### src/rtl/rf_wb_arbiter.sv
// rf_wb_arbiter
// Shares the register file's single write port between the in-order
// pipeline writeback and a long-latency unit (LLU). LLU results wait in a
// small FIFO and drain into cycles the pipeline leaves free. A 32-bit
// scoreboard tracks registers with an outstanding LLU write. Decode is
// stalled on RAW/WAW hazards, and also when the FIFO head has been starved
// for STARVE_LIMIT cycles.
//
// Ports:
//   i_clk, i_rst           clock, synchronous active-high reset
//   i_wb_*                 pipeline writeback (valid/rd/data), no backpressure
//   i_dec_*                decode-stage operands checked against the scoreboard
//   i_llu_issue*           LLU op issue (sets scoreboard bit), ignored while stalled
//   i_llu_valid/rd/data    LLU result, accepted when o_llu_ready
//   o_llu_ready            FIFO not full
//   o_rd_wen/waddr/wdata   register-file write port
//   o_busy                 scoreboard, bit n = LLU write to xn outstanding
//   o_pipe_stall           decode must hold
module rf_wb_arbiter #(
    parameter int FIFO_DEPTH   = 2,
    parameter int STARVE_LIMIT = 4
) (
    input  logic        i_clk,
    input  logic        i_rst,
    input  logic        i_wb_valid,
    input  logic [4:0]  i_wb_rd,
    input  logic [31:0] i_wb_data,
    input  logic        i_dec_valid,
    input  logic [4:0]  i_dec_rs1,
    input  logic [4:0]  i_dec_rs2,
    input  logic [4:0]  i_dec_rd,
    input  logic        i_llu_issue,
    input  logic [4:0]  i_llu_issue_rd,
    input  logic        i_llu_valid,
    output logic        o_llu_ready,
    input  logic [4:0]  i_llu_rd,
    input  logic [31:0] i_llu_data,
    output logic        o_rd_wen,
    output logic [4:0]  o_rd_waddr,
    output logic [31:0] o_rd_wdata,
    output logic [31:0] o_busy,
    output logic        o_pipe_stall
);

    localparam int PTR_W = $clog2(FIFO_DEPTH);
    localparam int CNT_W = PTR_W + 1;

    // Result storage carries no reset; validity comes from count_q alone.
    logic [4:0]       fifo_rd_q   [FIFO_DEPTH];
    logic [31:0]      fifo_data_q [FIFO_DEPTH];

    logic [PTR_W-1:0] wr_ptr_q, wr_ptr_d;
    logic [PTR_W-1:0] rd_ptr_q, rd_ptr_d;
    logic [CNT_W-1:0] count_q, count_d;
    logic [3:0]       starve_q, starve_d;
    logic [31:0]      busy_q, busy_d;

    logic empty, full, wb_take, pop, push, haz, starve, issue_ok;

    // Port arbitration and hazard detection
    always_comb begin
        empty    = (count_q == '0);
        full     = (count_q == CNT_W'(FIFO_DEPTH));
        // A pipeline write to x0 is a no-op and leaves the port to the FIFO.
        wb_take  = i_wb_valid && (i_wb_rd != 5'd0);
        pop      = !wb_take && !empty;
        push     = i_llu_valid && !full && (i_llu_rd != 5'd0);

        haz      = i_dec_valid &&
                   (busy_q[i_dec_rs1] || busy_q[i_dec_rs2] || busy_q[i_dec_rd]);
        starve   = (starve_q == 4'(STARVE_LIMIT));
        // Stall looks only at registered busy bits: a drain this cycle
        // releases decode one cycle later.
        o_pipe_stall = haz || starve;
        issue_ok     = i_llu_issue && !o_pipe_stall && (i_llu_issue_rd != 5'd0);

        // Ready ignores a same-cycle pop to keep it off the writeback path.
        o_llu_ready = !full;
        o_busy      = busy_q;

        o_rd_wen   = 1'b0;
        o_rd_waddr = 5'd0;
        o_rd_wdata = 32'd0;
        if (wb_take) begin
            o_rd_wen   = 1'b1;
            o_rd_waddr = i_wb_rd;
            o_rd_wdata = i_wb_data;
        end else if (!empty) begin
            o_rd_wen   = 1'b1;
            o_rd_waddr = fifo_rd_q[rd_ptr_q];
            o_rd_wdata = fifo_data_q[rd_ptr_q];
        end
    end

    // Next-state for FIFO control, starvation counter and scoreboard
    always_comb begin
        wr_ptr_d = push ? wr_ptr_q + PTR_W'(1) : wr_ptr_q;
        rd_ptr_d = pop  ? rd_ptr_q + PTR_W'(1) : rd_ptr_q;
        count_d  = count_q + CNT_W'(push) - CNT_W'(pop);

        // Non-empty without a pop means the head lost the port to the pipeline.
        starve_d = starve_q;
        if (empty || pop) begin
            starve_d = 4'd0;
        end else if (!starve) begin
            starve_d = starve_q + 4'd1;
        end

        // Clear is applied first so that a simultaneous set of the same
        // register wins.
        busy_d = busy_q;
        if (pop) begin
            busy_d[fifo_rd_q[rd_ptr_q]] = 1'b0;
        end
        if (issue_ok) begin
            busy_d[i_llu_issue_rd] = 1'b1;
        end
        busy_d[0] = 1'b0;
    end

    always_ff @(posedge i_clk) begin
        if (i_rst) begin
            wr_ptr_q <= '0;
            rd_ptr_q <= '0;
            count_q  <= '0;
            starve_q <= 4'd0;
            busy_q   <= 32'd0;
        end else begin
            wr_ptr_q <= wr_ptr_d;
            rd_ptr_q <= rd_ptr_d;
            count_q  <= count_d;
            starve_q <= starve_d;
            busy_q   <= busy_d;
        end
    end

    always_ff @(posedge i_clk) begin
        if (push) begin
            fifo_rd_q[wr_ptr_q]   <= i_llu_rd;
            fifo_data_q[wr_ptr_q] <= i_llu_data;
        end
    end

endmodule

### config.mk
export PLATFORM = sky130hd
export DESIGN_NAME = rf_wb_arbiter
export DESIGN_NICKNAME = d
export VERILOG_FILES = /design/src/rtl/rf_wb_arbiter.sv
export SDC_FILE = /design/constraint.sdc
export NUM_CORES = 1
export LEC_CHECK = 0
export CAP_MARGIN = 25
export CORE_MARGIN = 5
export CORE_UTILIZATION = 50
export DETAILED_ROUTE_END_ITERATION = 10
export GPL_TIMING_DRIVEN = 0
export PLACE_DENSITY = 0.87
export RECOVER_POWER = 100
export SLEW_MARGIN = 40
export SYNTH_ARGS = -nofsm -noshare
export SYNTH_HDL_FRONTEND = slang
export SYNTH_SLANG_ARGS = --single-unit
### constraint.sdc
create_clock -name i_clk -period 5.4 [get_ports i_clk]
set_input_delay 1.08 -clock i_clk [delete_from_list [all_inputs] [get_ports i_clk]]
set_output_delay 1.08 -clock i_clk [all_outputs]
set_load 0.03 [all_outputs]
# Yosys cells after proc, flatten, opt, wreduce, memory -nomap -nowiden
# Memory sizes are Yosys's and may differ from the RTL's. A register that Yosys moved wholly into a read port is not among the register bits.
# Index checks and enable logic that the tools add are counted.
[word_totals]
rom_bits = 0
ff_bits = 40
wordCells = 71
ram_bits = 74
n_memories = 2
out_inout_bits = 72
latch_bits = 0
inputBits = 100
[classes]
n_eq_ne = 2
multipliers = 0
n_reduce_logical = 22
muxes = 24
div = 0
magnitude_cmp = 7
bitwise = 3
add_sub_neg = 5
shift = 0
[memory_table]
columns = ["memory", "words", "width", "read_ports", "rd_clocked_by_memory_dff", "wr", "line_no", "text"]
rows = [
  ["fifo_data_q", 2, 32, 1, 1, 1, "50", "logic [31:0] fifo_data_q [FIFO_DEPTH];"],
  ["fifo_rd_q", 2, 5, 1, 1, 1, "49", "logic [4:0] fifo_rd_q [FIFO_DEPTH];"],
]
[ops]
columns = ["cell", "n"]
rows = [
  ["32-bit 2-to-1 mux", 4],
  ["32-bit bitwise AND", 1],
  ["32-bit NOT", 1],
  ["32-bit bitwise OR", 1],
  ["5-bit by 6-bit less-than comparator with 1-bit output, second input constant", 5],
  ["1-bit binary-select mux with 5-bit select", 3],
  ["5-bit nonzero test", 3],
  ["1-bit 2-to-1 mux", 13],
  ["1-bit demux with 5-bit select", 2],
  ["5-bit by 1-bit >= comparator with 1-bit output, second input constant", 2],
  ["5-bit 2-to-1 mux", 2],
  ["1-bit logical AND", 9],
  ["4-bit by 1-bit adder with 4-bit output, second input constant", 1],
  ["4-bit by 3-bit equality test with 1-bit output, second input constant", 1],
  ["1-bit logical NOT", 4],
  ["1-bit logical OR", 4],
  ["1-bit adder, second input constant", 2],
  ["2-bit by 1-bit adder with 2-bit output", 1],
  ["2-bit equality test, second input constant", 1],
  ["2-bit logical NOT", 1],
  ["2-bit OR reduction", 1],
  ["2-bit by 1-bit subtractor with 2-bit output", 1],
]

# Logic depth before layout (Yosys ltp)
[logic_depth]
ltp_word = 10
mapped_depth = 10
depth_no_buf = 10

# Worst setup path before layout
# Ideal clock, no wire load.
[synth_path]
path_type = "input to output"
startpoint = "input i_wb_rd[1]"
endpoint = "output o_rd_wdata[10]"
path_stages = 5
required_time_ns = 4.320
path_slack_ns = 1.297
t_arrival_ns = 3.023
path_cell_list = "or4_1 > o21a_1 > clkbuf_1 > clkbuf_1 > o31ai_1"
[synth_via]
elab_chain_len = 3
[synth_rtl]
columns = ["element", "line_no", "text"]
rows = [
  ["from (decl)", "26", "input logic [4:0] i_wb_rd,"],
  ["5-bit nonzero test", "65", "wb_take = i_wb_valid && (i_wb_rd != 5'd0);"],
  ["1-bit logical AND", "65", ""],
  ["32-bit 2-to-1 mux", "84", "if (wb_take) begin"],
  ["to (decl)", "40", "output logic [31:0] o_rd_wdata,"],
]
# No other way between the ends.

# Final worst setup path
[layout_path]
startpoint = "input i_dec_rs1[2]"
endpoint = "output o_pipe_stall"
[layout_via]
elab_chain_len = 6
[layout_rtl]
columns = ["element", "line_no", "text"]
rows = [
  ["from (decl)", "29", "input logic [4:0] i_dec_rs1,"],
  ["1-bit binary-select mux with 5-bit select", "70", "(busy_q[i_dec_rs1] || busy_q[i_dec_rs2] || busy_q[i_dec_rd]);"],
  ["1-bit 2-to-1 mux (implied by the code)", "70", ""],
  ["1-bit logical OR (2 in series)", "70", ""],
  ["1-bit logical AND", "69", "haz = i_dec_valid &&"],
  ["1-bit logical OR", "74", "o_pipe_stall = haz || starve;"],
  ["to (decl)", "42", "output logic o_pipe_stall"],
]
# No other way between the ends. The select of a mux whose other input is x is not followed.

==> impl_metrics.csv <==
group,metric,value,unit
sta,hold_viol_final,0,
setup_path,endpoint_kind,"primary output",
drt,dr_wl_met3,2130,um
grt,antenna_found_initial,0,
clock_tree,cts.path.max_buffers,2,
sta,clock.fmax,0.190,GHz
synth,synthTopCellsByArea,"edfxtp_1, dfxtp_1, o31ai_1",
synth,synthArstFlopShare,0,
synth,avgSynthCellArea,10.9,um^2
job,max_cap_viol_count,0,
setup_path,reg2reg_from,"count_q[0]$_SDFF_PP0_",
drt,first_pass_iters,5,
grt,overflow,0,
finish,nNetsFinal,854,
clock_tree,worstSkewPairLatency,0.41,ns
finish,drive_gt1_frac,0.0865,
grt,globalRouteTotalUtil,0.278,
clock_tree,cts_tree,"built",
sta,setup_viol,0,
synth,ys_ff_latch,114,
status,status,"finished clean",
place,routabilityCongestion,0.989,
setup_path,crit_required,4.32,ns
place,pre_cts_ws,0.126,ns
sta,finalMaxSlewViolations,0,
finish,fill_cells,852,
synth,synth-edff-count,74,
drt,routedWlPerCell,21.7,um
die,io_pins,172,
die,die_area,0.0147,mm^2
sta,setup_ws,0.126,ns
grt,grt_start_max_net_pins,19,
die,core,0.0121,mm^2
grt,grt_pass1_wl,31300,um
synth,syn_area,0.00617,mm^2
synth,synth_top_area_share,0.360,
power,p_leak,3.15,nW
sta,tightest_slew,1.14,ns
die,chipWidth,121,um
sta,final.min_clock_period,5.27,ns
drt,wl_met1,7500,um
synth,synthCells,566,
synth,yosys_warnings,0,
clock_tree,clk_pin_slew,0.05,ns
setup_path,crit_end,"o_pipe_stall",
drt,drtIter0Drc,645,
place,port-buffer-count,162,
setup_path,worst-path-max-fanout,11,
min_path,hp-class,"flip-flop to flip-flop",
setup_path,r2r_end,"fifo_data_q[0][18]$_DFFE_PP_",
die,initial_core_util,0.512,
finish,syn_to_final_growth,40.0,%
clock_tree,clock-sinks,114,
synth,synth_flop_cell,"edfxtp_1",
drt,highest_layer,"met4",
die,die_h,121,um
setup_path,cp-startpoint,"i_dec_rs1[2]",
synth,synthDistinctLibCells,49,
power,max-vdd-ir-drop,0.266,mV
place,dp_hpwl,15000,um
grt,grt_pass1_vias,5762,
synth,syn_nets,670,
power,power_density,373,mW/mm^2
setup_path,critPathKind,"primary input to primary output",
synth,synth_top_area_cell,"edfxtp_1",
sta,slew_headroom,0.240,
clock_tree,h-tree-depth,4,
clock_tree,cts_buffers,17,
setup_path,critPathArrivalTime,4.19,ns
sta,fin_crit_sh,0.977,
drt,vias,5683,
drt,vias_per_cell,6.10,
sta,rsz0062_at_grt,"false",
sta,clock_skew,0.00948,ns
clock_tree,cts_root_buf,"clkbuf_16",
finish,fin_util,0.716,
setup_path,r2r.worst_path.cells,5,
sta,tns,0,ns
setup_path,critPathLaunchType,"primary input",
drt,post-route-drc-count,0,
drt,wl,20200,um
drt,ant_nets,0,
drt,wl_met2,10200,um
die,rows,40,
finish,n_antenna_cell,0,
setup_path,r2r_setup_slack,2.03,ns
synth,synth-seq-area-share,0.490,
-- power breakdown --
group	switching, mW	leakage [nW]	internal [mW]
registers	0.0495	1.01	1.05
logic	0.640	1.85	0.357
clock network	0.383	0.280	0.743
-- critical path, cell delays in order --
cell and delay (ns):
dlygate4sd3_1 0.87, mux2_2 0.40, o311ai_0 0.30, a311oi_1 0.08
a21oi_1 0.20, nand4bb_1 0.11, buf_2 0.18, buf_6 0.15
a21o_1 0.19, clkdlybuf4s50_1 0.61
-- registers in the layout, indices dropped and copies added, names as in the netlist, named ones only --
| name | flops |
|---|---|
| fifo_data_q | 64 |
| o_busy | 31 |
| fifo_rd_q | 10 |
| starve_q | 4 |
| count_q | 2 |
| rd_ptr_q | 1 |
| wr_ptr_q | 1 |
-- synthesized netlist by cell type (2+ instances only) --
library cell,n
nor3_1,14
buf_1,7
buf_6,4
o211ai_1,3
o32ai_1,2
dfxtp_1,40
buf_2,6
nor2b_1,7
xor2_1,2
edfxtp_1,74
ha_1,4
o21ai_0,7
or2_2,3
inv_1,10
mux2_2,5
a32o_1,2
a21oi_1,70
nand2_1,49
mux2i_1,49
xnor2_1,4
clkbuf_1,23
a32oi_1,2
mux4_1,4
nor4_1,4
and3_1,2
nor3b_1,2
o31ai_1,66
nand3b_1,4
nand3_1,7
and3b_1,2
mux4_2,14
o311ai_0,2
nand2b_1,37
nor2_1,19
or4_1,2
-- worst min path at each step --
| stage | start | cells past startpoint | slack [ns] | endpoint |
|---|---|---|---|---|
| after floorplan | rd_ptr_q$_SDFFE_PP0N_ | 2 | 0.48 | flip-flop |
| after global placement | rd_ptr_q$_SDFFE_PP0N_ | 2 | 0.49 | flip-flop |
| after detailed placement | rd_ptr_q$_SDFFE_PP0N_ | 2 | 0.52 | flip-flop |
| after CTS | rd_ptr_q$_SDFFE_PP0N_ | 2 | 0.56 | flip-flop |
| after global routing | count_q[1]$_SDFF_PP0_ | 2 | 0.61 | count_q[1]$_SDFF_PP0_ |
| final | rd_ptr_q$_SDFFE_PP0N_ | 2 | 0.56 | flip-flop |
-- per-stage QoR --
| step | hold WS (ns) | area, um^2 | total power [mW] | instances |
|---|---|---|---|---|
| 2_1_floorplan | 0.481 | 6170 | 1.72 | 566 |
| 3_3_place_gp | 0.493 | 8000 | 2.09 | 896 |
| 3_5_place_dp | 0.515 | 8120 | 2.16 | 900 |
| 4_1_cts | 0.556 | 8720 | 3.28 | 932 |
| 5_1_grt | 0.611 | 8640 | 3.35 | 931 |
| 6_report | 0.562 | 8640 | 3.23 | 931 |
-- cell type report --
class | count | area (um^2) | area share
Buffer | 40 | 179 | 0.0207
Clock buffer | 21 | 460 | 0.0533
Clock inverter | 11 | 138 | 0.0159
Inverter | 10 | 37.5 | 0.00434
Multi-Input combinational cell | 401 | 2960 | 0.342
Sequential cell | 114 | 3020 | 0.350
Tap cell | 168 | 210 | 0.0243
Timing Repair Buffer | 166 | 1640 | 0.189
-- cells by family after synthesis --
logic type / count (synthesis) / synth area share
adders and majority gates: 4 / 0.00811
muxes: 72 / 0.157
AOI/OAI and AO/OA: 161 / 0.167
other: 1 / 0.000608
buffers and inverters: 51 / 0.0377
DFF: 114 / 0.490
xor gates and xnor gates: 6 / 0.00852
and+or+nand+nor: 157 / 0.131
-- cells in the final DEF, fill, tap and decap left out, types with 10 or more instances in the layout --
cell and instances:
a21oi_1 70, clkbuf_1 29, clkbuf_16 17, clkdlybuf4s50_1 58, dfxtp_1 40, dlygate4sd3_1 104, edfxtp_1 74, inv_1 10
mux2i_1 49, mux4_2 14, nand2_1 49, nand2b_1 37, nor2_1 19, nor3_1 12, o31ai_1 66
-- layer usage --
layer / up-vias / track usage
li1: 2542 / -
met1: 2748 / 0.327
met2: 354 / 0.481
met3: 39 / 0.0858
met4: 0 / 0.0949
met5: - / 0
-- timing repair --
item | CTS | global route
hold endpoints to repair | 0 | 0
gates resized for setup | 0 | 4
setup endpoints to repair | 0 | 12
setup buffers | 0 | 0
hold buffers | 0 | 0
Note: power is estimated with default switching activity, not from simulation.
